### src/rtl/seg7_pkg.sv
// seg7_pkg
// Shared constants for the seven-segment scan driver:
//   - source-select codes for the word being displayed
//   - active-high hex-to-segment font, bit order {g,f,e,d,c,b,a}
//   - number of scanned digits
package seg7_pkg;

  localparam int NUM_DIGITS = 8;

  localparam logic [2:0] SRC_HEX = 3'd0;
  localparam logic [2:0] SRC_J   = 3'd1;
  localparam logic [2:0] SRC_R   = 3'd2;
  localparam logic [2:0] SRC_I   = 3'd3;
  localparam logic [2:0] SRC_TC  = 3'd4;

  // Entry [h] is the active-high segment pattern for nibble h.
  localparam logic [15:0][6:0] SEG_TABLE = {
    7'h71, 7'h79, 7'h5E, 7'h39,   // F E d C
    7'h7C, 7'h77, 7'h6F, 7'h7F,   // b A 9 8
    7'h07, 7'h7D, 7'h6D, 7'h66,   // 7 6 5 4
    7'h4F, 7'h5B, 7'h06, 7'h3F    // 3 2 1 0
  };

endpackage

### src/rtl/hex_to_seg7.sv
// hex_to_seg7
// Combinational nibble-to-segment decoder, active-high output.
// Ports:
//   i_nibble  in  4  hex digit value
//   o_seg     out 7  segments {g,f,e,d,c,b,a}, 1 = lit
module hex_to_seg7
  import seg7_pkg::*;
(
  input  logic [3:0] i_nibble,
  output logic [6:0] o_seg
);

  assign o_seg = SEG_TABLE[i_nibble];

endmodule

### src/rtl/seg7_scan_driver.sv
// seg7_scan_driver
// Time-multiplexes a 32-bit word onto an 8-digit common-anode seven-segment
// display as 8 hex digits. The selected word is snapshotted at every frame
// start so a frame never mixes digits from two different values.
// Ports:
//   clk, reset          system clock, synchronous active-high reset
//   hex_in              disp7seg word
//   stat_j/r/i/tc       instruction-class and cycle counters
//   src_sel             0=hex_in 1=J 2=R 3=I 4=TC, 5-7 behave as 0
//   an[7:0]             digit enables, bit k drives digit k
//   seg[6:0]            segments {g,f,e,d,c,b,a}
//   dp                  decimal point, marks statistics mode on digit 7
//   frame_tick          one-cycle pulse at each frame start
module seg7_scan_driver
  import seg7_pkg::*;
#(
  parameter int REFRESH_DIV   = 100000,
  parameter bit ACTIVE_LOW    = 1'b1,
  parameter bit BLANK_LEADING = 1'b1
) (
  input  logic        clk,
  input  logic        reset,
  input  logic [31:0] hex_in,
  input  logic [31:0] stat_j,
  input  logic [31:0] stat_r,
  input  logic [31:0] stat_i,
  input  logic [31:0] stat_tc,
  input  logic [2:0]  src_sel,
  output logic [7:0]  an,
  output logic [6:0]  seg,
  output logic        dp,
  output logic        frame_tick
);

  localparam int               DIV_W    = (REFRESH_DIV > 2) ? $clog2(REFRESH_DIV) : 1;
  localparam logic [DIV_W-1:0] DIV_LAST = DIV_W'(REFRESH_DIV - 1);
  localparam logic [2:0]       DIG_LAST = 3'(NUM_DIGITS - 1);
  // XOR mask that turns an active-high value into the pin polarity.
  localparam logic             POL      = ACTIVE_LOW;

  logic [DIV_W-1:0] r_div_cnt;
  logic [2:0]       r_dig_idx;
  logic [31:0]      r_shadow;
  logic [2:0]       r_src;

  logic        w_div_wrap;
  logic        w_frame_start;
  logic        w_frame_end;
  logic [2:0]  w_src_eff;
  logic [31:0] w_src_word;
  logic [31:0] w_shifted;
  logic [3:0]  w_nibble;
  logic        w_blank;
  logic [6:0]  w_seg_lit;
  logic [7:0]  w_an_on;
  logic [6:0]  w_seg_on;
  logic        w_dp_on;

  assign w_div_wrap    = (r_div_cnt == DIV_LAST);
  assign w_frame_start = (r_div_cnt == '0) && (r_dig_idx == 3'd0);
  assign w_frame_end   = w_div_wrap && (r_dig_idx == DIG_LAST);

  // Unused select codes fold onto hex_in, so dp also stays off for them.
  always_comb begin
    w_src_eff  = SRC_HEX;
    w_src_word = hex_in;
    case (src_sel)
      SRC_J:   begin w_src_eff = SRC_J;  w_src_word = stat_j;  end
      SRC_R:   begin w_src_eff = SRC_R;  w_src_word = stat_r;  end
      SRC_I:   begin w_src_eff = SRC_I;  w_src_word = stat_i;  end
      SRC_TC:  begin w_src_eff = SRC_TC; w_src_word = stat_tc; end
      default: begin w_src_eff = SRC_HEX; w_src_word = hex_in; end
    endcase
  end

  // Shifting the current digit down to bit 0 gives both its nibble and,
  // via the all-zero test, whether it and every more significant digit
  // are zero (the leading-zero blank condition).
  assign w_shifted = r_shadow >> {r_dig_idx, 2'b00};
  assign w_nibble  = w_shifted[3:0];
  assign w_blank   = BLANK_LEADING && (r_dig_idx != 3'd0) && (w_shifted == 32'd0);

  hex_to_seg7 u_hex_to_seg7 (
    .i_nibble (w_nibble),
    .o_seg    (w_seg_lit)
  );

  assign w_an_on  = w_blank ? 8'h00 : (8'b1 << r_dig_idx);
  assign w_seg_on = w_blank ? 7'h00 : w_seg_lit;
  // dp ignores blanking; with digit 7 blanked its anode is off anyway.
  assign w_dp_on  = (r_dig_idx == DIG_LAST) && (r_src != SRC_HEX);

  always_ff @(posedge clk) begin
    if (reset) begin
      r_div_cnt  <= '0;
      r_dig_idx  <= 3'd0;
      r_shadow   <= 32'd0;
      r_src      <= SRC_HEX;
      frame_tick <= 1'b0;
      an         <= {8{POL}};
      seg        <= {7{POL}};
      dp         <= POL;
    end else begin
      if (w_div_wrap) begin
        r_div_cnt <= '0;
        r_dig_idx <= r_dig_idx + 3'd1;
      end else begin
        r_div_cnt <= r_div_cnt + 1'b1;
      end

      if (w_frame_start) begin
        r_shadow <= w_src_word;
        r_src    <= w_src_eff;
      end

      frame_tick <= w_frame_end;
      an         <= w_an_on  ^ {8{POL}};
      seg        <= w_seg_on ^ {7{POL}};
      dp         <= w_dp_on  ^ POL;
    end
  end

endmodule

### config.mk
export PLATFORM = sky130hd
export DESIGN_NAME = seg7_scan_driver
export DESIGN_NICKNAME = d
export VERILOG_FILES = /design/src/rtl/seg7_pkg.sv /design/src/rtl/hex_to_seg7.sv /design/src/rtl/seg7_scan_driver.sv
export SDC_FILE = /design/constraint.sdc
export NUM_CORES = 1
export LEC_CHECK = 0
export BUFFER_PORTS_ARGS = -buffer_cell sky130_fd_sc_hd__buf_2
export CORE_ASPECT_RATIO = 1.1
export CORE_MARGIN = 2
export CORE_UTILIZATION = 30
export DETAILED_ROUTE_END_ITERATION = 12
export PLACE_DENSITY_LB_ADDON = 0.15
export SETUP_SLACK_MARGIN = 0.5
export SLEW_MARGIN = 20
export SYNTH_ARGS = -nofsm -noshare
export SYNTH_HDL_FRONTEND = slang
export SYNTH_SLANG_ARGS = --single-unit
export TNS_END_PERCENT = 50
### constraint.sdc
create_clock -name clk -period 2.36 [get_ports clk]
set_input_delay 0.354 -clock clk [delete_from_list [all_inputs] [get_ports clk]]
set_output_delay 0.354 -clock clk [all_outputs]
set_load 0.005 [all_outputs]
==> results.sh, run 1 <==
export IMPL_cts_inserted_buffers=9
export IMPL_status="complete, no violations"
export IMPL_yosysTopAreaCellShare=0.307
export IMPL_synth_top_area_cell="dfxtp_1"
export IMPL_slew_headroom=0.469
export IMPL_synth_edf_count=0
export IMPL_die_w_um=123
export IMPL_yosys_warnings=0
export IMPL_portBuffers=181
export IMPL_cts_buffer_depth=2
export IMPL_die_h_um=135
export IMPL_first_iter_violations=235
export IMPL_grt_pass1_wl_um=26700
export IMPL_rsz0062_at_grt="yes"
export IMPL_route_detailed_drc=0
export IMPL_cp_data_required_time_ns=2.61
export IMPL_synth_nets=768
export IMPL_power_frac_clock=0.355
export IMPL_arrival_ns=2.52
export IMPL_postCtsHoldBufs=0
export IMPL_antenna_found_initial=0
export IMPL_cp_start_kind="flip-flop"
export IMPL_synthCells=589
export IMPL_leakage_nw=2.88
export IMPL_critPathKind="reg2reg"
export IMPL_async_flop_share=0
export IMPL_fin_crit_ns=2.27
export IMPL_nNetsFinal=971
export IMPL_gr_total_overflow=0
export IMPL_synth_seq_area_share=0.307
export IMPL_coreArea_um2=15200
export IMPL_htree_levels=3
export IMPL_critPathCaptureType="flip-flop"
export IMPL_place_hpwl_um=13100
export IMPL_yosys_top_cells_area="dfxtp_1 (31%), a21oi_1 (6.0%), a22oi_1 (5.4%)"
export IMPL_cp_max_fo=8
export IMPL_final_period_utilization=0.963
export IMPL_cap_violations=0
export IMPL_switchingPower_mw=1.26
export IMPL_io_pins=182
export IMPL_vdd_ir_drop_max_mv=0.356
export IMPL_finalSetupViolations=0
export IMPL_start_util=0.310
export IMPL_synth_area_per_cell_um2=7.98
export IMPL_final_cells=993
export IMPL_clockRootBuffer="clkbuf_16"
export IMPL_synthesis_area_um2=4700
export IMPL_antenna_cells=0
export IMPL_dpl_cell_count=965
export IMPL_area_growth_pct=46.3
export IMPL_synth_top_flop_cell="dfxtp_1"
export IMPL_slew_violations=0
export IMPL_intPower_mw=2.75
export IMPL_ys_ff_latch=72
export IMPL_fp_row_count=47
export IMPL_powerDensity_nw_per_um2=584
export IMPL_clock_latency_ns=0.34
export IMPL_dieArea_um2=16700
export IMPL_dr_pass1_iters=5
export IMPL_clock_fmax_mhz=440
export IMPL_slowest_delay_ns=0.54
export IMPL_fin_worst_skew_ns=0.00898
export IMPL_routed_wl_um=16900
export IMPL_timing_final_hold_violations=0
export IMPL_worst_slew_pin_slew_ns=0.794
export IMPL_grt_max_degree=53
export IMPL_power_mw=4.01
export IMPL_drive_above_1_share=0.425
export IMPL_antenna_left=0
export IMPL_first_global_vias=5276
export IMPL_cp_cell_sequence="mux4_2 > mux2i_4 > ha_4 > nand4_1 > o22ai_4 > a31oi_4 > o31ai_1"
export IMPL_seqPwrFrac=0.350
export IMPL_vias_per_cell=5.28
export IMPL_crit_slowest_cell="mux4_2"
export IMPL_path_clk_slew_ns=0.06
export IMPL_switching_share=0.314
export IMPL_cts_tree="yes"
export IMPL_wire_per_inst_um=17.0
export IMPL_netlist_cell_type_count=56
export IMPL_min_path_type="in2reg"
export IMPL_combPwrFrac=0.295
export IMPL_gp_congestion=0.820
export IMPL_clkSinkCount=72
export IMPL_num_vias=5242
export IMPL_fin_setup_tns_ns=0
export IMPL_grt_usage=0.204
==> kinds of logic (layout without fill, tap and decap cells) <==
group	Yosys count	count (layout)	synth area share
AND/OR/NAND/NOR	178	178	0.180
XOR/XNOR	17	17	0.0317
adder cells (fa/ha/maj)	14	14	0.0373
flip-flops	72	72	0.307
buffers and inverters	78	286	0.0711
multiplexers	22	22	0.0692
AO/OA/AOI/OAI	208	208	0.304
==> cells in the mapped netlist (3+ instances only) <==
cell,number
a22oi_1,34
ha_1,14
a211oi_1,6
nand2_1,47
nand4_1,9
buf_1,3
nor3_1,15
nand2b_1,16
mux4_2,7
xor2_1,6
mux2i_1,10
nor2_1,59
nor3b_1,5
xnor2_1,11
dfxtp_1,72
buf_2,9
a211o_1,16
a21oi_1,56
buf_4,4
o31ai_1,9
clkbuf_1,29
o21ai_0,12
a221oi_1,16
o21ai_1,10
nand3_1,7
nor4_1,4
and3_1,4
o211ai_1,17
o22ai_1,18
inv_1,29
==> power groups by stage <==
stage / combinational (mW) / sequential [mW] / clock, mW
after global placement: 1.02 / 1.42 / 0
after global routing: 1.30 / 1.42 / 1.50
after detailed placement: 1.03 / 1.42 / 0
after floorplan: 0.612 / 1.40 / 0
final: 1.18 / 1.40 / 1.43
after CTS: 1.08 / 1.40 / 1.45
==> worst max-delay path: cells and delay by family (launching register included) <==
| family | cells | cell delay, ns |
|---|---|---|
| AO/OA/AOI/OAI | 3 | 0.65 |
| adder cells (fa/ha/maj) | 1 | 0.19 |
| multiplexers | 2 | 0.81 |
| flip-flops | 1 | 0.39 |
| AND/OR/NAND/NOR | 1 | 0.13 |
==> timing repair <==
item / in CTS / in global routing
endpoints found under the setup margin: 50 / 68
pin swaps: 4 / 33
buffers inserted: 7 / 4
cloned: 0 / 1
resized for setup: 13 / 64
endpoints found under the hold margin: 0 / 0
==> flip-flops by register name (all words and copies together) (netlist names) <==
| name | cells |
|---|---|
| frame_tick | 1 |
| dp | 1 |
| an | 8 |
| r_shadow | 32 |
| r_dig_idx | 3 |
| r_src | 3 |
| r_div_cnt | 17 |
| seg | 7 |
==> cells in the final DEF (no fill, tap or decap), drive strengths merged, types with 7 or more instances in the layout <==
| master | n |
|---|---|
| xnor2 | 11 |
| nor2 | 59 |
| a22oi | 34 |
| a221oi | 16 |
| o31ai | 9 |
| nand2b | 16 |
| a211oi | 7 |
| buf | 238 |
| ha | 14 |
| dfxtp | 72 |
| o22ai | 18 |
| a211o | 16 |
| nand2 | 47 |
| o21ai | 22 |
| mux4 | 7 |
| mux2i | 11 |
| nand4 | 9 |
| inv | 30 |
| nand3 | 7 |
| clkbuf | 12 |
| nor3 | 16 |
| o211ai | 17 |
| a21oi | 56 |
==> metal layers <==
layer / vias up / share of wire / global-route usage
met5: - / 0 / 0
met3: 24 / 0.065 / 0.0349
met2: 200 / 0.49 / 0.349
met4: 0 / 0.023 / 0.0878
li1: 2585 / - / -
met1: 2433 / 0.42 / 0.250
==> path summary, 6_finish.rpt <==
kind             endpoint  cells after the start  slack (ns)    startpoint
max                seg[2]                      7        0.09  r_dig_idx[0]
min          r_shadow[26]                      3        0.34    hex_in[26]
max reg2reg        seg[2]                      7        0.09  r_dig_idx[0]
min reg2reg            dp                      1        0.43      r_src[1]
==> per-stage QoR <==
| step | setup WS, ns | hold WS, ns | util | area (um2) |
|---|---|---|---|---|
| floorplan | 0.0996 | 0.411 | - | 4760 |
| detailed placement | -0.212 | 0.430 | 0.402 | 6110 |
| global placement | -0.0776 | 0.431 | 0.402 | 6110 |
| finish | 0.0866 | 0.345 | 0.453 | 6870 |
| global route | -0.0120 | 0.353 | 0.453 | 6870 |
| CTS | 0.0756 | 0.340 | 0.432 | 6560 |
==> cell type report <==
| class | count | area (um2) |
|---|---|---|
| clock buffer | 11 | 253 |
| clock inverter | 5 | 63.8 |
| fill | 1569 | 8300 |
| inverter | 31 | 124 |
| multi-input combinational | 439 | 3300 |
| sequential | 72 | 1450 |
| tap | 196 | 245 |
| timing repair buffer | 239 | 1440 |
Note: power is estimated with default switching activity, not from simulation.
==> run 2: changes to the inputs <==
CORE_MARGIN = 1   (was 2)
==> results.sh, run 2 (synthesis gave the netlist of run 1 again) <==
export IMPL_status="complete, no violations"
export IMPL_first_global_vias=5265
export IMPL_clkSinkCount=72
export IMPL_regArea_um2=1450
export IMPL_reg2reg_from="r_dig_idx[0]"
export IMPL_cp_start_kind="flip-flop"
export IMPL_wire_per_inst_um=17.1
export IMPL_worst_slew_pin_slew_ns=0.603
export IMPL_vias_per_cell=5.29
export IMPL_largest_reg_flops=32
export IMPL_gr_total_overflow=0
export IMPL_portBuffers=181
export IMPL_vdd_ir_drop_max_mv=0.347
export IMPL_r2r_end="seg[0]"
export IMPL_switching_share=0.310
export IMPL_clock_latency_ns=0.34
export IMPL_fp_row_count=47
export IMPL_dpl_cell_count=961
export IMPL_final_period_utilization=0.960
export IMPL_seqPwrFrac=0.350
export IMPL_placed_area_um2=6040
export IMPL_num_vias=5261
export IMPL_antenna_left=0
export IMPL_final_cell_area_um2=6760
export IMPL_cts_buffer_depth=2
export IMPL_final_cells=994
export IMPL_final_cell_mix="buf_2 (181), dfxtp_1 (70), nor2_1 (58)"
export IMPL_critPathCaptureType="flip-flop"
export IMPL_routed_wl_um=17000
export IMPL_cp_data_required_time_ns=2.58
export IMPL_coreArea_um2=15200
export IMPL_finalSetupViolations=0
export IMPL_arrival_ns=2.48
export IMPL_regMostFlops="r_shadow"
export IMPL_timing_final_hold_violations=0
export IMPL_whs_ns=0.351
export IMPL_die_h_um=133
export IMPL_final_common_cell="buf_2"
export IMPL_fin_worst_skew_ns=0.00602
export IMPL_antenna_found_initial=0
export IMPL_fin_crit_ns=2.27
export IMPL_leakage_nw=2.80
export IMPL_powerDensity_nw_per_um2=592
export IMPL_switchingPower_mw=1.24
export IMPL_slew_violations=0
export IMPL_start_util=0.310
export IMPL_gp_congestion=0.877
export IMPL_nFillCells=1574
export IMPL_cp_endpoint="seg[0]"
export IMPL_route_detailed_drc=0
export IMPL_min_path_type="in2reg"
export IMPL_grt_pass1_wl_um=26600
export IMPL_cts_inserted_buffers=9
export IMPL_nNetsFinal=972
export IMPL_clockRootBuffer="clkbuf_16"
export IMPL_clock_fmax_mhz=441
export IMPL_drive_above_1_share=0.396
export IMPL_io_pins=182
export IMPL_rsz0062_at_grt="yes"
export IMPL_htree_levels=3
export IMPL_critPathKind="reg2reg"
export IMPL_reg_largest_list="r_shadow: 32 flops, r_div_cnt: 17 flops, an: 8 flops"
export IMPL_cap_violations=0
export IMPL_first_iter_violations=197
export IMPL_grt_max_degree=53
export IMPL_path_clk_slew_ns=0.06
export IMPL_grt_usage=0.208
export IMPL_crit_start="r_dig_idx[0]"
export IMPL_dieArea_um2=16200
export IMPL_min_path_cells=3
export IMPL_area_growth_pct=43.9
export IMPL_combPwrFrac=0.296
export IMPL_power_frac_clock=0.354
export IMPL_slew_headroom=0.597
export IMPL_multi_input_area_um2=3170
export IMPL_die_w_um=121
export IMPL_antenna_cells=0
export IMPL_r2r_slack_ns=0.09
export IMPL_dr_pass1_iters=5
export IMPL_cts_tree="yes"
export IMPL_intPower_mw=2.76
export IMPL_place_hpwl_um=13200
export IMPL_cp_max_fo=7
export IMPL_worstRegToRegCells=7
[run 2: repair_timing]
item                       4_1_cts  5_1_grt
gates resized for setup         12       29
pin swaps                        7       19
hold buffers                     0        0
gates cloned                     0        4
buffers inserted                 7        6
setup endpoints to repair       52       67
[run 2: final cells by class]
cell class	count	share of cell area
inverters	31	0.0183
flip-flops and latches	72	0.214
repair buffers	240	0.216
clock buffers	10	0.0354
multi-input cells	439	0.469
clock inverters	6	0.0107
well taps	196	0.0363
[run 2: power groups by stage]
stage                     logic [mW]  registers (mW)  clock network [mW]
after floorplan                0.612            1.40                   0
after global placement          1.00            1.43                   0
after detailed placement        1.01            1.43                   0
after CTS                       1.07            1.40                1.45
after global routing            1.30            1.41                1.49
final                           1.19            1.40                1.41
[run 2: through the flow]
step / total power [mW] / setup WS [ns] / util / TNS (ns)
finish: 4.00 / 0.0941 / 0.446 / 0
global route: 4.21 / -0.0166 / 0.446 / -0.0741
CTS: 3.92 / 0.104 / 0.428 / 0
detailed placement: 2.44 / -0.0419 / 0.398 / -0.347
global placement: 2.43 / 0.0162 / 0.398 / 0
floorplan: 2.02 / 0.0996 / - / 0
[run 2: critical path, stage by stage (launching register included)]
cell and delay [ns]:
dfxtp_4 0.37, buf_4 0.16, clkinvlp_4 0.08, mux4_2 0.63
ha_4 0.21, mux2_4 0.28, a2111oi_4 0.31, o31ai_2 0.11
[run 2: worst min path at each step]
| stage | start | endpoint | slack, ns |
|---|---|---|---|
| floorplan | r_src[1] | dp | 0.41 |
| global placement | r_src[1] | dp | 0.44 |
| detailed placement | r_src[1] | dp | 0.44 |
| CTS | hex_in[22] | r_shadow[22] | 0.34 |
| global route | hex_in[11] | r_shadow[11] | 0.36 |
| finish | hex_in[22] | r_shadow[22] | 0.35 |
[run 2: per-layer routing]
metal  track usage  routed length [um]
met1         0.262                7510
met2         0.350                8310
met3        0.0347                 843
met4        0.0857                 382
met5             0                   0
